`src/rtl/afifo_rd_packer.sv`:
```
// Read-side drain of the async FIFO: packs FWFT bytes little-endian into words on a valid/ready port.
// Optional idle-timeout auto-flush is enabled by defining AFIFO_PACKER_TIMEOUT_EN.
module afifo_rd_packer #(
    parameter int unsigned DATA_WIDTH     = 8,
    parameter int unsigned BYTES_PER_WORD = 4,
    parameter int unsigned TIMEOUT_CYCLES = 16
) (
    input  logic                                 rclk,
    input  logic                                 rrst_n,
    input  logic                                 rempty,
    input  logic [DATA_WIDTH-1:0]                rdata,
    output logic                                 rinc,
    input  logic                                 flush,
    output logic [DATA_WIDTH*BYTES_PER_WORD-1:0] out_data,
    output logic [BYTES_PER_WORD-1:0]            out_keep,
    output logic                                 out_valid,
    input  logic                                 out_ready,
    output logic [15:0]                          word_cnt
);
    localparam int unsigned WW = DATA_WIDTH * BYTES_PER_WORD;
    localparam int unsigned CW = $clog2(BYTES_PER_WORD + 1);

    if (DATA_WIDTH != 8) begin : g_dw_check
        $error("afifo_rd_packer: DATA_WIDTH must be 8");
    end
    if (BYTES_PER_WORD < 2 || BYTES_PER_WORD > 8) begin : g_bpw_check
        $error("afifo_rd_packer: BYTES_PER_WORD must be 2..8");
    end
    if (TIMEOUT_CYCLES < 1 || TIMEOUT_CYCLES > 65535) begin : g_to_check
        $error("afifo_rd_packer: TIMEOUT_CYCLES must be 1..65535");
    end

    typedef enum logic {ACCUM, FLUSH_WAIT} state_t;

    state_t                     state;
    logic [WW-1:0]              acc;
    logic [CW-1:0]              cnt;

    logic                       load_allowed_c;
    logic                       pop_c;
    logic                       flush_req_c;
    logic                       load_c;
    logic                       go_wait_c;
    logic [WW-1:0]              acc_pop_c;
    logic [CW-1:0]              cnt_pop_c;
    logic [BYTES_PER_WORD-1:0]  keep_c;

    // Lanes below n are valid.
    function automatic logic [BYTES_PER_WORD-1:0] keep_of(input logic [CW-1:0] n);
        logic [BYTES_PER_WORD-1:0] k;
        for (int i = 0; i < int'(BYTES_PER_WORD); i++) begin
            k[i] = (CW'(i) < n);
        end
        return k;
    endfunction

    assign load_allowed_c = !out_valid || out_ready;

    // Pop only when the byte can be absorbed: the last lane needs a free output slot.
    assign pop_c = rrst_n && (state == ACCUM) && !rempty &&
                   !((cnt == CW'(BYTES_PER_WORD - 1)) && !load_allowed_c);
    assign rinc  = pop_c;

    always_comb begin
        acc_pop_c = acc;
        for (int i = 0; i < int'(BYTES_PER_WORD); i++) begin
            if (pop_c && (cnt == CW'(i))) begin
                acc_pop_c[i*DATA_WIDTH +: DATA_WIDTH] = rdata;
            end
        end
    end

    assign cnt_pop_c = cnt + CW'(pop_c);
    assign keep_c    = keep_of(cnt_pop_c);

`ifdef AFIFO_PACKER_TIMEOUT_EN
    logic [15:0] idle_cnt;
    logic        timeout_c;

    assign timeout_c = (state == ACCUM) && (cnt != '0) && !pop_c &&
                       (idle_cnt == 16'(TIMEOUT_CYCLES - 1));

    // Idle cycles spent holding a partial word.
    always_ff @(posedge rclk) begin
        if (!rrst_n) begin
            idle_cnt <= '0;
        end else if (pop_c || load_c) begin
            idle_cnt <= '0;
        end else if ((state == ACCUM) && (cnt != '0)) begin
            idle_cnt <= idle_cnt + 16'd1;
        end
    end

    assign flush_req_c = flush || timeout_c;
`else
    assign flush_req_c = flush;
`endif

    // Decide whether this cycle loads the output slot or parks in FLUSH_WAIT.
    always_comb begin
        load_c    = 1'b0;
        go_wait_c = 1'b0;
        case (state)
            ACCUM: begin
                if (cnt_pop_c == CW'(BYTES_PER_WORD)) begin
                    load_c = 1'b1;
                end else if (flush_req_c && (cnt_pop_c != '0)) begin
                    if (load_allowed_c) load_c    = 1'b1;
                    else                go_wait_c = 1'b1;
                end
            end
            FLUSH_WAIT: begin
                load_c = load_allowed_c;
            end
            default: begin
                load_c = 1'b0;
            end
        endcase
    end

    always_ff @(posedge rclk) begin
        if (!rrst_n) begin
            state     <= ACCUM;
            acc       <= '0;
            cnt       <= '0;
            out_valid <= 1'b0;
            out_data  <= '0;
            out_keep  <= '0;
            word_cnt  <= '0;
        end else begin
            if (out_valid && out_ready) begin
                word_cnt <= word_cnt + 16'd1;
            end
            if (load_c) begin
                out_valid <= 1'b1;
                out_data  <= acc_pop_c;
                out_keep  <= keep_c;
                acc       <= '0;
                cnt       <= '0;
                state     <= ACCUM;
            end else begin
                if (out_valid && out_ready) begin
                    out_valid <= 1'b0;
                end
                acc <= acc_pop_c;
                cnt <= cnt_pop_c;
                if (go_wait_c) begin
                    state <= FLUSH_WAIT;
                end
            end
        end
    end
endmodule
```
`config.mk`:
```
export PLATFORM = sky130hd
export DESIGN_NAME = afifo_rd_packer
export DESIGN_NICKNAME = d
export VERILOG_FILES = /design/src/rtl/afifo_rd_packer.sv
export SDC_FILE = /design/constraint.sdc
export NUM_CORES = 1
export LEC_CHECK = 0
export CORE_ASPECT_RATIO = 1.1
export CORE_MARGIN = 2
export CORE_UTILIZATION = 50
export CTS_CLUSTER_DIAMETER = 40
export CTS_CLUSTER_SIZE = 20
export DETAILED_ROUTE_END_ITERATION = 7
export MAX_ROUTING_LAYER = met4
export PLACE_DENSITY = 0.86
export SLEW_MARGIN = 10
export SYNTH_ARGS = -nofsm -noshare
export SYNTH_HDL_FRONTEND = slang
export SYNTH_SLANG_ARGS = --single-unit
```
`constraint.sdc`:
```
create_clock -name rclk -period 3.4 [get_ports rclk]
set_input_delay 0.68 -clock rclk [delete_from_list [all_inputs] [get_ports rclk]]
set_output_delay 0.68 -clock rclk [all_outputs]
set_load 0.005 [all_outputs]
```
==> impl_results.md <==
- Initial Utilization: 0.514
- Top-count cell post-synth: dfxtp_1
- Setup-failing EPs final: 0
- WL final: 7520 µm
- Initial antenna violation count: 0
- Unrepaired setup endpoints after global routing: false
- Max Fanout on Critical Path: 19
- Setup repair bufs after CTS: 0
- Largest cells by area after synthesis: dfxtp_1 53%, mux2i_1 9.5%, o31ai_1 7.3%
- CTS Hold Bufs: 0
- Seq/Total Area, Yosys: 0.529
- Syn Area/Cell: about 9.9 µm²
- Reg-to-Reg Start: out_valid
- Peak VDD IR: between 300 and 400 µV
- Tmin final: 3.23 ns
- Pleak: 1.81 nW
- Final std cells w/o fill: approximately 500
- Die height: ~90 µm
- Number of global-route vias before repair: 2620
- Met1 Usage GRT: 0.275
- Clock skew: between 0.015 and 0.02 ns
- Mapped Cells: 339
- PnR worst setup slack: approximately 0.17 ns
- CTS HTree Levels: 3
- Vias: around 2800
- Clock sink total: 89
- First-pass GRT wire length: 12400 µm
- Routed vias/inst: between 5 and 6
- CTS Buf Count: 9
- Area share of the largest cell type after synthesis: 0.529
- Hold path endpoint: word_cnt[15]
- ANT cells: 0
- Main synth FF type: dfxtp_1
- M3 GR Usage: 0.0502
- Antenna-violating nets left: 0
- Required time worst endpoint: between 3 and 4 ns
- Cell total after placement: about 480
- Hold Path Class: flop to flop
- Layout cells sized above 1: 0.0969
- Final RePlAce weighted congestion: 0.812
- PostCTS Resize Cnt: 0
- Die Wd: about 80 µm
- DRT iter0 DRCs: 140
- Worst-Margin Slew: about 0.57 ns
- Clock Path Buffers: 2
- Number of flops mapped to enable cells by yosys: 0
- Io pins: between 60 and 70
- PwrDens: roughly 490 nW/µm²
- Root Driver: clkbuf_8
- Layout area overhead: 29.4%
- Clock slew at reported path FFs: ~0.10 ns
- Busiest layer in global routing: met2
- Pre-CTS setup slack: -0.179 ns
- Reg2reg setup slack: roughly 0.71 ns
- Peak Freq: 0.310 GHz
- GRT Total Usage: 0.219
- Outcome: completed
- Critical path class: input pin to flop
- Slew headroom: 0.621
- Distinct cell type count after synthesis: 39
- Die area: between 7000 and 8000 µm²
- Worst Setup End Kind: flop
- Reg-to-Reg End: out_data[11]
- CTS tree: done
- Post-Syn Nets: between 300 and 400
- Ys async rst share: 0
- Flip-flop and latch area: 1780 µm²
- DR pass1 iterations: 4
- Period utilisation layout: 0.949
- Skew-Pair Late Insertion Delay: approximately 0.36 ns
- Final nets: around 420
- Final hold vios: 0
- Total congestion overflow: 0
- Drc violations: 0
- Post-DP HPWL: just over 5000 µm
- Largest net degree at the start of global routing: between 40 and 50
- WP data arrival: between 3 and 4 ns
- Worst Setup Start Kind: input pin
- Largest area contributor in the netlist: dfxtp_1
- Hold_sp: word_cnt[15]
- Yosys warning total: 0
- Hold Path Stages: 2
- Mapped Area: approximately 3400 µm²
- Top cells by count, synth: 89 x dfxtp_1, 45 x nor2_1, 38 x a21oi_1, 33 x o31ai_1, 32 x mux2i_1
- Row count: 31
- Routed length per instance: about 15 µm
- Core Area: roughly 6600 µm²
- Register-to-Register Path Depth: 11
- Port buffer count: between 60 and 70
- Fin. max-slew vios: 0
- Fillcell total: 500
- Multi-input combinational cell area: 1460 µm²
- Met2 usage: 0.345
- Flops & latches, synth: 89
- Maxcap violations: 0
-- final cells by class --
cell class | count | share of cell area
Timing Repair Buffer | 82 | 0.188
Multi-Input combinational cell | 225 | 0.335
Inverter | 1 | 0.000861
Sequential cell | 89 | 0.409
Tap cell | 82 | 0.0235
Clock buffer | 9 | 0.0284
Clock inverter | 7 | 0.0161
-- cells in the final DEF, fill, tap and decap left out, types with 5 or more instances in the layout --
cell type / synthesis / layout
o31ai_1: 33 / 33
mux2i_1: 32 / 32
dfxtp_1: 89 / 89
nand2_1: 11 / 11
clkbuf_8: 0 / 9
nor2_1: 45 / 44
nand3_1: 7 / 7
xor2_1: 10 / 10
nand4_1: 6 / 6
a21oi_1: 38 / 38
and3_1: 5 / 5
buf_4: 5 / 13
clkdlybuf4s50_1: 0 / 66
-- cells by family (layout without fill, tap and decap cells) --
group,Yosys count,after routing,synth area share
buffers and inverters,25,99,0.0390
multiplexers,32,32,0.0950
XOR/XNOR,11,11,0.0286
AND/OR/NAND/NOR,97,97,0.142
flip-flops,89,89,0.529
adder cells (fa/ha/maj),3,3,0.0111
AO/OA/AOI/OAI,82,82,0.156
-- flip-flops by register name (all words and copies together), names as in the netlist --
name / count
out_valid: 1
acc: 32
word_cnt: 16
cnt: 3
out_data: 32
state: 1
out_keep: 4
-- metrics by stage --
step | setup TNS, ns | utilization | hold slack, ns | cell area, µm² | total power (W)
floorplan | 0 | - | 0.456 | 3370 | 0.00129
global placement | -3.53 | 0.636 | 0.466 | 4170 | 0.00145
detailed placement | -10.39 | 0.636 | 0.482 | 4170 | 0.00146
CTS | 0 | 0.665 | 0.495 | 4360 | 0.00214
global route | 0 | 0.665 | 0.529 | 4360 | 0.00222
finish | 0 | 0.665 | 0.489 | 4360 | 0.00212
-- how the worst max path moves through the flow --
stage,to,slack [ns],start
after floorplan,cnt[2],0.34,rrst_n
after global placement,out_data[13],-0.08,out_ready
after detailed placement,out_data[25],-0.18,out_ready
after CTS,out_data[25],0.18,out_ready
after global routing,out_data[11],0.02,out_ready
final,out_data[11],0.17,out_ready
-- critical path: stages --
cell and delay, ns:
clkdlybuf4s50_1 0.54, nand2b_1 0.15, nor3_1 0.06, nor4_1 0.30, ha_1 0.22, ha_1 0.24, or3_2 0.50, buf_4 0.16
nor2_2 0.16, buf_4 0.27, o31ai_1 0.11, a21oi_1 0.14
-- power breakdown --
part	switching (W)	internal, W	total [W]
combinational	0.000136	0.000171	0.000306
sequential	0.0000318	0.00110	0.00113
clock	0.000403	0.000284	0.000687
-- routing by layer --
| layer | wire [µm] | vias to the layer above | share of wire |
|---|---|---|---|
| met5 | 0 | - | 0 |
| met1 | 3350 | 1321 | 0.45 |
| met4 | 93 | 0 | 0.012 |
| met2 | 3760 | 77 | 0.50 |
| li1 | - | 1361 | - |
| met3 | 323 | 8 | 0.043 |
(Power assumes the default switching activity.)
